## config.mk

```make
export PLATFORM = sky130hd
export DESIGN_NAME = cache_fill_arbiter
export DESIGN_NICKNAME = d
export VERILOG_FILES = /design/src/rtl/cache_fill_arbiter.sv
export SDC_FILE = /design/constraint.sdc
export NUM_CORES = 1
export LEC_CHECK = 0
export BUFFER_PORTS_ARGS = -buffer_cell sky130_fd_sc_hd__buf_2
export CELL_PAD_IN_SITES_DETAIL_PLACEMENT = 0
export CELL_PAD_IN_SITES_GLOBAL_PLACEMENT = 1
export CORE_AREA = 2 2 85 87
export CTS_BUF_LIST = sky130_fd_sc_hd__clkbuf_8
export DETAILED_ROUTE_END_ITERATION = 10
export DIE_AREA = 0 0 87 89
export GPL_TIMING_DRIVEN = 0
export PLACE_DENSITY = 0.76
export SETUP_SLACK_MARGIN = 0.02
export SLEW_MARGIN = 20
export SYNTH_ARGS = -nofsm -noshare
export SYNTH_HDL_FRONTEND = slang
export SYNTH_SLANG_ARGS = --single-unit
```

## constraint.sdc

```tcl
create_clock -name clk -period 1.7 [get_ports clk]
set_input_delay 0.17 -clock clk [delete_from_list [all_inputs] [get_ports clk]]
set_output_delay 0.17 -clock clk [all_outputs]
set_load 0.01 [all_outputs]
```

## src/rtl/cache_fill_arbiter.sv

```systemverilog
`default_nettype none
// ============================================================================
// Module   : cache_fill_arbiter
// Purpose  : Shared miss handler for the I-cache and D-cache. Picks one
//            pending miss (alternating on a tie) and fills one 16-byte block,
//            which is 8 x 16-bit words, from the shared multi-cycle memory.
//            It writes each word into the owning cache's data array, then
//            issues one tag-array write that commits the block.
// Ports    : clk, rst_n                       clock, sync active-low reset
//            icache_miss/_addr                I-cache miss request
//            dcache_miss/_addr                D-cache miss request
//            memory_data_valid/_in            memory read return
//            memory_enable/_address           memory read request
//            fill_data, fill_addr             data/address for owning cache
//            i_/d_data_wr, i_/d_write_tag_array  per-cache write strobes
//            fsm_busy, owner_is_d             status
// Revision : 1.0 - initial release
// ============================================================================
module cache_fill_arbiter #(
  parameter int ADDR_WIDTH = 16
) (
  input  logic                  clk,
  input  logic                  rst_n,
  input  logic                  icache_miss,
  input  logic [ADDR_WIDTH-1:0] icache_miss_addr,
  input  logic                  dcache_miss,
  input  logic [ADDR_WIDTH-1:0] dcache_miss_addr,
  input  logic                  memory_data_valid,
  input  logic [15:0]           memory_data_in,
  output logic                  memory_enable,
  output logic [ADDR_WIDTH-1:0] memory_address,
  output logic [15:0]           fill_data,
  output logic [ADDR_WIDTH-1:0] fill_addr,
  output logic                  i_data_wr,
  output logic                  i_write_tag_array,
  output logic                  d_data_wr,
  output logic                  d_write_tag_array,
  output logic                  fsm_busy,
  output logic                  owner_is_d
);

  typedef enum logic [1:0] {
    S_IDLE   = 2'd0,
    S_FILL   = 2'd1,
    S_COMMIT = 2'd2
  } state_t;

  localparam logic [ADDR_WIDTH-1:0] c_block_mask = ~{{(ADDR_WIDTH-4){1'b0}}, 4'hF};
  localparam logic [3:0]            c_words      = 4'd8;

  state_t                r_state;
  state_t                w_next_state;
  logic [ADDR_WIDTH-1:0] r_base;
  logic                  r_owner;       // 1 = D-cache owns the fill
  logic                  r_last_grant;  // 1 = D-cache was granted last
  logic [3:0]            r_issue_cnt;
  logic [3:0]            r_rx_cnt;

  logic                  w_grant;
  logic                  w_grant_d;
  logic [ADDR_WIDTH-1:0] w_grant_addr;
  logic                  w_issue;
  logic                  w_accept;
  logic [ADDR_WIDTH-1:0] w_issue_off;
  logic [ADDR_WIDTH-1:0] w_rx_off;

  // Word counters become byte offsets (word index * 2).
  assign w_issue_off = {{(ADDR_WIDTH-5){1'b0}}, r_issue_cnt, 1'b0};
  assign w_rx_off    = {{(ADDR_WIDTH-5){1'b0}}, r_rx_cnt, 1'b0};

  always_comb begin
    w_grant      = 1'b0;
    w_grant_d    = 1'b0;
    w_grant_addr = icache_miss_addr;
    w_issue      = 1'b0;
    w_accept     = 1'b0;
    w_next_state = r_state;

    if (r_state == S_IDLE) begin
      w_grant = icache_miss | dcache_miss;
      // On a tie, serve whichever cache was not granted last time.
      if (icache_miss && dcache_miss) begin
        w_grant_d = ~r_last_grant;
      end else begin
        w_grant_d = dcache_miss;
      end
    end
    if (w_grant_d) begin
      w_grant_addr = dcache_miss_addr;
    end

    if (r_state == S_FILL) begin
      w_issue  = (r_issue_cnt < c_words);
      w_accept = memory_data_valid && (r_rx_cnt < c_words);
    end

    case (r_state)
      S_IDLE: begin
        if (w_grant) begin
          w_next_state = S_FILL;
        end
      end
      S_FILL: begin
        if (w_accept && (r_rx_cnt == c_words - 4'd1)) begin
          w_next_state = S_COMMIT;
        end
      end
      S_COMMIT: w_next_state = S_IDLE;
      default:  w_next_state = S_IDLE;
    endcase
  end

  always_ff @(posedge clk) begin
    if (!rst_n) begin
      r_state      <= S_IDLE;
      r_base       <= '0;
      r_owner      <= 1'b0;
      r_last_grant <= 1'b1;  // first simultaneous miss goes to the I-cache
      r_issue_cnt  <= 4'd0;
      r_rx_cnt     <= 4'd0;
    end else begin
      r_state <= w_next_state;
      if (w_grant) begin
        r_base       <= w_grant_addr & c_block_mask;
        r_owner      <= w_grant_d;
        r_last_grant <= w_grant_d;
        r_issue_cnt  <= 4'd0;
        r_rx_cnt     <= 4'd0;
      end else begin
        if (w_issue) begin
          r_issue_cnt <= r_issue_cnt + 4'd1;
        end
        if (w_accept) begin
          r_rx_cnt <= r_rx_cnt + 4'd1;
        end
      end
    end
  end

  assign memory_enable  = w_issue;
  assign memory_address = w_issue ? (r_base + w_issue_off) : '0;

  always_comb begin
    fill_addr = '0;
    case (r_state)
      S_FILL:   fill_addr = r_base + w_rx_off;
      S_COMMIT: fill_addr = r_base;
      default:  fill_addr = '0;
    endcase
  end

  // Data path and data strobes follow the memory return combinationally so
  // the word lands in the cache in the same cycle it is valid.
  assign fill_data         = memory_data_in;
  assign i_data_wr         = w_accept & ~r_owner;
  assign d_data_wr         = w_accept &  r_owner;
  assign i_write_tag_array = (r_state == S_COMMIT) & ~r_owner;
  assign d_write_tag_array = (r_state == S_COMMIT) &  r_owner;
  assign fsm_busy          = (r_state != S_IDLE);
  assign owner_is_d        = r_owner;

endmodule
`default_nettype wire

```

==> results.json <==
{
  "status": "finished with violations",
  "violations": "negative setup slack",
  "hold_buffers": 0,
  "hp-class": "in2reg",
  "intPower_mw": 1.79,
  "postSynthAreaPerCell_um2": 7.48,
  "path_class": "reg2out",
  "drc": 0,
  "ys.flop_type": "dfxtp_1",
  "grt.total_usage": 0.153,
  "vdd_drop_max_uv": 555,
  "maxSlewViolCount": 0,
  "ys_ff_latch": 24,
  "cts_tree": "done",
  "io_pins": 108,
  "post_synth_num_cell_types": 45,
  "syn_area_um2": 1870,
  "grt_max_degree": 14,
  "p_sw_frac": 0.413,
  "p_sw_mw": 1.26,
  "drive_above_1_share": 0.576,
  "clkPwrFrac": 0.130,
  "fin_nets": 426,
  "dieArea_um2": 7740,
  "tns_ns": -3.25,
  "synth_edf_count": 0,
  "setup_slack_ns": -0.304,
  "syn-instance-count": 250,
  "wl_per_cell_um": 14.5,
  "grt_pass1_wl_mm": 9.36,
  "drtPass1Iterations": 4,
  "rows": 30,
  "setup_viol": 22,
  "dp_hpwl_mm": 4.38,
  "seq_area_frac_synth": 0.257,
  "core_um2": 6720,
  "antenna_found_initial": 0,
  "initial_core_util": 0.278,
  "ant_nets": 0,
  "post_dp_cell_area_um2": 2380,
  "pwr-share-seq": 0.267,
  "stdcell_count": 443,
  "diodes": 0,
  "htreeDepth": 1,
  "first_iter_violations": 92,
  "gp_congestion": 0.861,
  "clkTransAtPathRegs_ns": 0.09,
  "via_count": 2183,
  "port_buffers": 81,
  "power.leakage_nw": 1.46,
  "viasPerCell": 4.93,
  "dp_slack_ns": -0.322,
  "skew_ns": 0.00162,
  "crit_path_end_kind": "output port",
  "hold_violations": 0,
  "synth_warnings": 0,
  "pwr_density_cell_nw_per_um2": 990,
  "clk_path_buf_depth": 2,
  "place_inst": 412,
  "cts_sinks": 24,
  "ys_top_cells_by_count": "27 x nand2_1, 25 x o21ai_0, 24 x dfxtp_1, 18 x buf_4, 18 x nor2_1",
  "clk_latency_ns": 0.27,
  "arrival_ns": 1.83,
  "synth.top_cell.area_share": 0.257,
  "fillers": 693,
  "yosysTopAreaCell": "dfxtp_1",
  "max_freq_mhz": 499,
  "worstPathRequired_ns": 1.53,
  "synth_most_common_cell": "nand2_1",
  "hold_slack_ns": 0.119,
  "synthTopCellsByArea": "dfxtp_1 26%, buf_4 7.2%, mux2i_1 7.0%",
  "path_max_fanout": 7,
  "fp.dieH_um": 89,
  "async_flop_share": 0,
  "die_w_um": 87,
  "wl_mm": 6.44,
  "cts-root-buf": "clkbuf_8",
  "overflow": 0,
  "pwr-share-comb": 0.603,
  "syn2layout_area_growth_pct": 65.0,
  "finalCriticalPeriod_ns": 2.00,
  "min_period_over_period": 1.18,
  "maxCapViolCount": 0,
  "design_area_um2": 3080,
  "grt_pass1_vias": 1929,
  "rsz0062_at_grt": "yes",
  "cts_buffers": 3,
  "startpoint_type": "flop"
}
[layout make-up]
type                            count  area (um^2)  share of cell area
Buffer                             29          253              0.0819
Clock buffer                        4         55.1              0.0178
Sequential cell                    24          519               0.168
Multi-Input combinational cell    185         1420               0.459
Timing Repair Buffer              112          697               0.226
Inverter                            9         45.0              0.0146
Tap cell                           80          100              0.0325
[metal layers]
layer | up-vias | track usage | wire (um)
li1 | 1087 | - | -
met1 | 1012 | 0.208 | 2840
met2 | 78 | 0.263 | 3160
met3 | 6 | 0.0231 | 385
met4 | 0 | 0.0241 | 61
met5 | - | 0 | 0
[power by group through the flow]
stage                     combinational [mW]  sequential [mW]  clock (mW)
after floorplan                        0.753            0.746           0
after global placement                  1.10            0.768           0
after detailed placement                1.11            0.770           0
after CTS                               1.49            0.788       0.414
after global routing                    1.99            0.828       0.445
final                                   1.84            0.814       0.397
[worst paths after layout]
path,to,cells past startpoint,from,slack [ns]
worst min-delay path,r_last_grant$_SDFFE_PN1P_,2,rst_n,0.12
worst max-delay path,fill_addr[15],6,r_base[9]$_SDFFE_PN0P_,-0.30
worst min register to register,r_issue_cnt[1]$_SDFFE_PP0P_,2,r_issue_cnt[1]$_SDFFE_PP0P_,0.50
worst max register to register,r_rx_cnt[2]$_SDFFE_PP0P_,9,r_state[0]$_SDFFE_PN0P_,0.09
[state kept, by name, summed over array words and instances, names as in the netlist]
name / count
r_rx_cnt: 4
r_base: 12
r_state: 2
owner_is_d: 1
r_issue_cnt: 4
r_last_grant: 1
[worst max-delay path: stages, from the launching register on]
cell	delay [ns]
dfxtp_4	0.39
nand4_4	0.10
or3_4	0.36
buf_4	0.15
o2111ai_1	0.27
nand3_2	0.14
buf_6	0.15
[placed cells by master, fill, tap and decap left out, types with 5 or more instances in the layout]
cell type,instances
dfxtp_2,7
buf_2,79
buf_6,16
dfxtp_1,9
a21oi_2,5
nor2_1,17
a21oi_1,6
inv_1,5
nand2_1,24
xnor2_1,5
clkbuf_8,5
dfxtp_4,8
mux2i_1,13
and2_1,8
ha_4,6
o21ai_0,22
nand3_1,5
and3_1,5
xor2_1,5
buf_4,39
[cell families (layout without fill, tap and decap cells)]
group / count (synthesis) / after routing / share of synthesized area
DFF: 24 / 24 / 0.257
adders and majority gates: 9 / 9 / 0.0602
buffers and inverters: 42 / 154 / 0.123
xor gates and xnor gates: 10 / 10 / 0.0469
muxes: 13 / 13 / 0.0696
and+or+nand+nor: 96 / 96 / 0.266
AOI/OAI and AO/OA: 55 / 55 / 0.175
other: 1 / 2 / 0.00201
[metrics by stage]
step / utilization / power [mW]
2_1_floorplan: - / 1.50
3_3_place_gp: 0.354 / 1.87
3_5_place_dp: 0.354 / 1.88
4_1_cts: 0.410 / 2.69
5_1_grt: 0.459 / 3.26
6_report: 0.459 / 3.05
[timing repair]
item	4_1_cts	5_1_grt
buffers inserted	15	16
pin swaps	8	13
endpoints found under the setup margin	49	41
resized for setup	70	62
(Power assumes the default switching activity.)
